## src/rtl/fifo_pkg.sv

```systemverilog
// Shared definitions for the SyncFIFO read-side packer: FSM encoding and width helpers.
package fifo_pkg;

    typedef enum logic {
        FILL = 1'b0,
        SEND = 1'b1
    } state_t;

    function automatic int unsigned CNTW(input int unsigned pack);
        return $clog2(pack + 1);
    endfunction

endpackage

```

## src/rtl/fifo_rd_timer.sv

```systemverilog
// Saturating idle counter; expired flags the last idle cycle before a partial beat is forced out.
module fifo_rd_timer #(
    parameter int unsigned TIMEOUT = 15
) (
    input  logic clk,
    input  logic rst,
    input  logic clr,
    input  logic inc,
    output logic expired
);

    localparam int unsigned   TW    = (TIMEOUT > 0) ? $clog2(TIMEOUT + 1) : 1;
    localparam logic [TW-1:0] TMAX  = TW'(TIMEOUT);
    localparam logic [TW-1:0] TLAST = TW'(TIMEOUT - ((TIMEOUT > 0) ? 1 : 0));

    logic [TW-1:0] cnt;

    always_ff @(posedge clk) begin
        if (!rst || clr) begin
            cnt <= '0;
        end else if (inc && cnt != TMAX) begin
            cnt <= cnt + TW'(1);
        end
    end

    // Firing at TIMEOUT-1 makes the beat valid exactly TIMEOUT edges after the last pop.
    assign expired = (TIMEOUT > 0) && (cnt == TLAST);

endmodule

```

## src/rtl/fifo_rd_packer.sv

```systemverilog
// Drains a first-word-fall-through FIFO and packs PACK words per beat onto a valid/ready stream.
module fifo_rd_packer
    import fifo_pkg::*;
#(
    parameter int unsigned BITWIDTH = 5,
    parameter int unsigned PACK     = 4,
    parameter int unsigned TIMEOUT  = 15
) (
    input  logic                     clk,
    input  logic                     rst,
    input  logic                     empty,
    output logic                     rEn,
    input  logic [BITWIDTH-1:0]      fifoData,
    input  logic                     flush,
    output logic                     outValid,
    input  logic                     outReady,
    output logic [BITWIDTH*PACK-1:0] outData,
    output logic [CNTW(PACK)-1:0]    outCount
);

    localparam int unsigned IW = $clog2(PACK);
    localparam int unsigned CW = CNTW(PACK);

    state_t              state, state_nx;
    logic [IW-1:0]       idx;
    logic [BITWIDTH-1:0] lanes [PACK];
    logic [CW-1:0]       cnt, cnt_nx;
    logic                pop;
    logic                idx_last;
    logic                tmo;
    logic                tmr_clr;
    logic                tmr_inc;

    assign idx_last = (idx == IW'(PACK - 1));

    always_comb begin
        rEn      = 1'b0;
        state_nx = state;
        cnt_nx   = cnt;
        if (state == FILL) begin
            rEn = rst & ~empty;
        end
        pop = rEn & ~empty;
        case (state)
            FILL: begin
                if (pop && idx_last) begin
                    state_nx = SEND;
                    cnt_nx   = CW'(PACK);
                end else if (flush && (idx != '0 || pop)) begin
                    state_nx = SEND;
                    cnt_nx   = CW'(idx) + CW'(pop);
                end else if (tmo && idx != '0 && !pop) begin
                    state_nx = SEND;
                    cnt_nx   = CW'(idx);
                end
            end
            SEND: begin
                if (outReady) begin
                    state_nx = FILL;
                    cnt_nx   = '0;
                end
            end
            default: state_nx = FILL;
        endcase
    end

    always_ff @(posedge clk) begin
        if (!rst) begin
            state <= FILL;
        end else begin
            state <= state_nx;
        end
    end

    always_ff @(posedge clk) begin
        if (!rst) begin
            idx <= '0;
            cnt <= '0;
            for (int unsigned k = 0; k < PACK; k++) begin
                lanes[k] <= '0;
            end
        end else begin
            cnt <= cnt_nx;
            if (state == SEND) begin
                if (outReady) begin
                    idx <= '0;
                    for (int unsigned k = 0; k < PACK; k++) begin
                        lanes[k] <= '0;
                    end
                end
            end else if (pop) begin
                lanes[idx] <= fifoData;
                // idx holds on the final pop so it never wraps past PACK-1.
                if (state_nx == FILL) begin
                    idx <= idx + IW'(1);
                end
            end
        end
    end

    assign tmr_clr = pop | (state == SEND);
    assign tmr_inc = (state == FILL) & (idx != '0) & ~pop;

    fifo_rd_timer #(
        .TIMEOUT (TIMEOUT)
    ) u_timer (
        .clk     (clk),
        .rst     (rst),
        .clr     (tmr_clr),
        .inc     (tmr_inc),
        .expired (tmo)
    );

    always_comb begin
        outData = '0;
        for (int unsigned k = 0; k < PACK; k++) begin
            outData[k*BITWIDTH +: BITWIDTH] = lanes[k];
        end
    end

    assign outValid = (state == SEND);
    assign outCount = cnt;

endmodule

```

## config.mk

```make
export PLATFORM = sky130hd
export DESIGN_NAME = fifo_rd_packer
export DESIGN_NICKNAME = d
export VERILOG_FILES = /design/src/rtl/fifo_pkg.sv /design/src/rtl/fifo_rd_timer.sv /design/src/rtl/fifo_rd_packer.sv
export SDC_FILE = /design/constraint.sdc
export NUM_CORES = 1
export LEC_CHECK = 0
export CAP_MARGIN = 5
export CORE_AREA = 2 2 56 58
export CTS_CLUSTER_DIAMETER = 100
export DETAILED_ROUTE_END_ITERATION = 8
export DIE_AREA = 0 0 58 60
export PLACE_DENSITY_LB_ADDON = 0.1
export SYNTH_ARGS = -nofsm -noshare
export SYNTH_HDL_FRONTEND = slang
export SYNTH_SLANG_ARGS = --single-unit
```

## constraint.sdc

```tcl
create_clock -name clk -period 4.65 [get_ports clk]
set_clock_uncertainty 0.1 [all_clocks]
set_input_delay 0.6975 -clock clk [delete_from_list [all_inputs] [get_ports clk]]
set_output_delay 0.6975 -clock clk [all_outputs]
set_load 0.01 [all_outputs]
```

==> run_results.csv <==
group,metric,value,unit
clocking,numCtsBuffers,5,
logic_synthesis,yosysMostFrequentCell,"edfxtp_1",
setup_path,reg2reg_setup_slack,2.46,ns
power,max-vdd-ir-drop,0.255,mV
logic_synthesis,synth-edff-count,20,
floorplanning,start_util,0.488,
clocking,postCtsResizedCells,0,
job,cap_violations,0,
setup_path,critPathMaxFanout,8,
sta,min_period,2.85,ns
cells_and_area,multi_input_area,571,µm²
worst_hold_path,holdCritPathClass,"register to register",
setup_path,cp_top_family,"buffers and inverters",
route,postRouteAntennaNets,0,
sta,drv_slew,0,
floorplanning,dieArea,0.00348,mm²
global_routing,grt_pass1_vias,1000,
logic_synthesis,yosysSeqAreaShare,0.565,
setup_path,critPathLaunchType,"input pin",
sta,final.setup.tns,0,ns
floorplanning,rows,20,
power,power,0.567,mW
sta,fin_crit_sh,0.614,
global_routing,overflow,0,
setup_path,critPathMaxStageDelay,0.59,ns
power,power_density,308,mW/mm²
sta,finalSetupViolCount,0,
route,num_vias,1094,
logic_synthesis,ys_top_cells_by_area,"edfxtp_1 (42%), dfxtp_1 (14%), and3_1 (7.5%)",
sta,max_freq,350,MHz
route,drc,0,
route,wire_per_inst,14.3,µm
clocking,h-tree-depth,2,
logic_synthesis,synth_top_area_frac,0.424,
logic_synthesis,yosysWarnings,0,
cells_and_area,final_cells,201,
route,wirelength,2870,µm
cells_and_area,areaGrowthSynthToFinish,29.7,%
logic_synthesis,syn_area_per_cell,11.0,µm²
cells_and_area,ff_latch_area,801,µm²
sta,slew_headroom,0.620,
global_routing,use_met3,0.0455,
logic_synthesis,synth_commonest_cells,"edfxtp_1 (20), and3_1 (17), nand2_1 (15)",
global_routing,top_usage_layer,"met2",
global_routing,track_usage,0.174,
cells_and_area,antenna-diode-count,0,
setup_path,critPathKind,"input pin to output pin",
global_routing,grt_pass1_wl,4490,µm
global_routing,antenna_found_initial,0,
sta,worstMarginPinSlew,0.565,ns
cells_and_area,fin_area,0.00184,mm²
clocking,cts_root_buf,"clkbuf_4",
logic_synthesis,synthCells,129,
route,drtIter0Drc,33,
setup_path,end_kind,"output pin",
placed_design,placed_area,0.00179,mm²
setup_path,cp_common_cell,"clkdlybuf4s50_1",
placed_design,place_congestion,0.932,
route,drtPass1Iterations,5,
floorplanning,coreArea,0.00290,mm²
cells_and_area,final_nets,185,
sta,rsz0062_at_grt,"false",
setup_path,worstPathCellList,"clkdlybuf4s50_1 > nor3b_1 > clkdlybuf4s50_1",
logic_synthesis,ys_async_sr_fraction,0,
global_routing,grt_max_degree,23,
clocking,cts_tree,"done",
placed_design,io_buffer_count,34,
clocking,ctsHoldBuffers,0,
sta,hold_violations,0,
cells_and_area,drive_above_1_share,0.0476,
logic_synthesis,yosysTopAreaCell,"edfxtp_1",
clocking,cts.sinks,30,
logic_synthesis,ys_ff_latch,30,
setup_path,required,3.85,ns
logic_synthesis,synth.distinct_cells,32,
setup_path,critPathSlowestCell,"clkdlybuf4s50_1",
setup_path,cp-startpoint,"rst",
cells_and_area,fillCellCount,251,
setup_path,crit-reg2reg-launch,"idx[0]",
setup_path,reg2regPathDepth,5,
setup_path,cp_num_cells,3,
clocking,clk_pin_slew_worst_paths,0.09,ns
setup_path,critPathCapture,"rEn",
clocking,cts_setup_buffers,0,
cells_and_area,fin_util,0.634,
floorplanning,die_w,58,µm
floorplanning,die_h,60,µm
route,vias_per_cell,5.44,
clocking,clock_path_buffers,2,
status,status,"finished, final reports clean",
placed_design,dp_cells,193,
global_routing,use_met1,0.200,
power,leakagePower,0.739,nW
clocking,clock_latency,0.32,ns
logic_synthesis,syn_area,0.00142,mm²
setup_path,timing.rr.end,"u_timer.cnt[3]",
global_routing,grt_util_met2,0.305,
logic_synthesis,syn-num-nets,147,
floorplanning,io_pins,35,
placed_design,dp_hpwl,2100,µm
logic_synthesis,synth-main-ff-cell,"edfxtp_1",
setup_path,worstPathArrival,2.06,ns
setup_path,worst-path-buf-inv,2,
==> layout by cell type (no fill, tap or decap), types with 3 or more instances in the layout <==
cell type	netlist	layout
clkdlybuf4s50_1	0	34
edfxtp_1	20	20
and3_1	17	17
nand2_1	15	15
dfxtp_1	10	10
inv_1	8	8
ha_1	8	8
nor2_1	5	5
and2_1	5	5
o21ai_0	5	5
clkbuf_4	0	5
a21oi_1	4	4
nand3_1	3	3
==> how the worst min path moves through the flow <==
stage,startpoint,endpoint,slack [ns],cells after the start
4_1_cts,outCount[1],outCount[1],0.37,2
5_1_grt,outCount[1],outCount[1],0.38,2
3_5_place_dp,outCount[1],outCount[1],0.36,2
2_1_floorplan,u_timer.cnt[3],u_timer.cnt[3],0.37,2
3_3_place_gp,outCount[1],outCount[1],0.35,2
6_report,outCount[1],outCount[1],0.37,2
==> per-layer routing <==
layer | wire (µm) | vias up | part of all wire
li1 | - | 549 | -
met1 | 1280 | 498 | 0.45
met2 | 1420 | 41 | 0.49
met3 | 159 | 6 | 0.055
met4 | 16 | 0 | 0.0056
met5 | 0 | - | 0
==> worst reg2reg max path, delay by kind of cell, from the launching register on <==
| kind | cells | cell delay (ns) |
|---|---|---|
| flops | 1 | 0.50 |
| buf+inv | 1 | 0.11 |
| fa+ha+maj | 1 | 0.34 |
| simple gates | 2 | 0.92 |
| compound gates | 1 | 0.14 |
==> cell families after synthesis <==
family	after synthesis	synth area share
and+or+nand+nor	55	0.216
xor gates and xnor gates	1	0.00618
muxes	1	0.00706
adders and majority gates	8	0.0706
buffers and inverters	12	0.0327
DFF	30	0.565
AOI/OAI and AO/OA	22	0.102
==> stage by stage <==
stage               setup WS (ns)  hold slack, ns
detailed placement           1.81           0.358
CTS                          1.79           0.371
finish                       1.80           0.372
global route                 1.72           0.383
global placement             1.82           0.350
floorplan                    2.54           0.367
==> final cells by class <==
type,instances,area share
clock buffers,7,0.0245
clock inverters,1,0.00204
inverters,8,0.0163
multi-input cells,87,0.310
flip-flops and latches,30,0.435
well taps,33,0.0224
repair buffers,35,0.189
==> registers in the layout, indices dropped and copies added, names as in the netlist <==
register and cells:
lanes 20, u_timer.cnt 4, outCount 3, idx 2
outValid 1
==> where the power goes <==
part / total [mW] / internal (mW) / switching, mW
clock network: 0.143 / 0.0580 / 0.0848
registers: 0.315 / 0.304 / 0.0113
logic: 0.109 / 0.0542 / 0.0548
total: 0.567 / 0.416 / 0.151
Power figures use the tool's default switching activity.
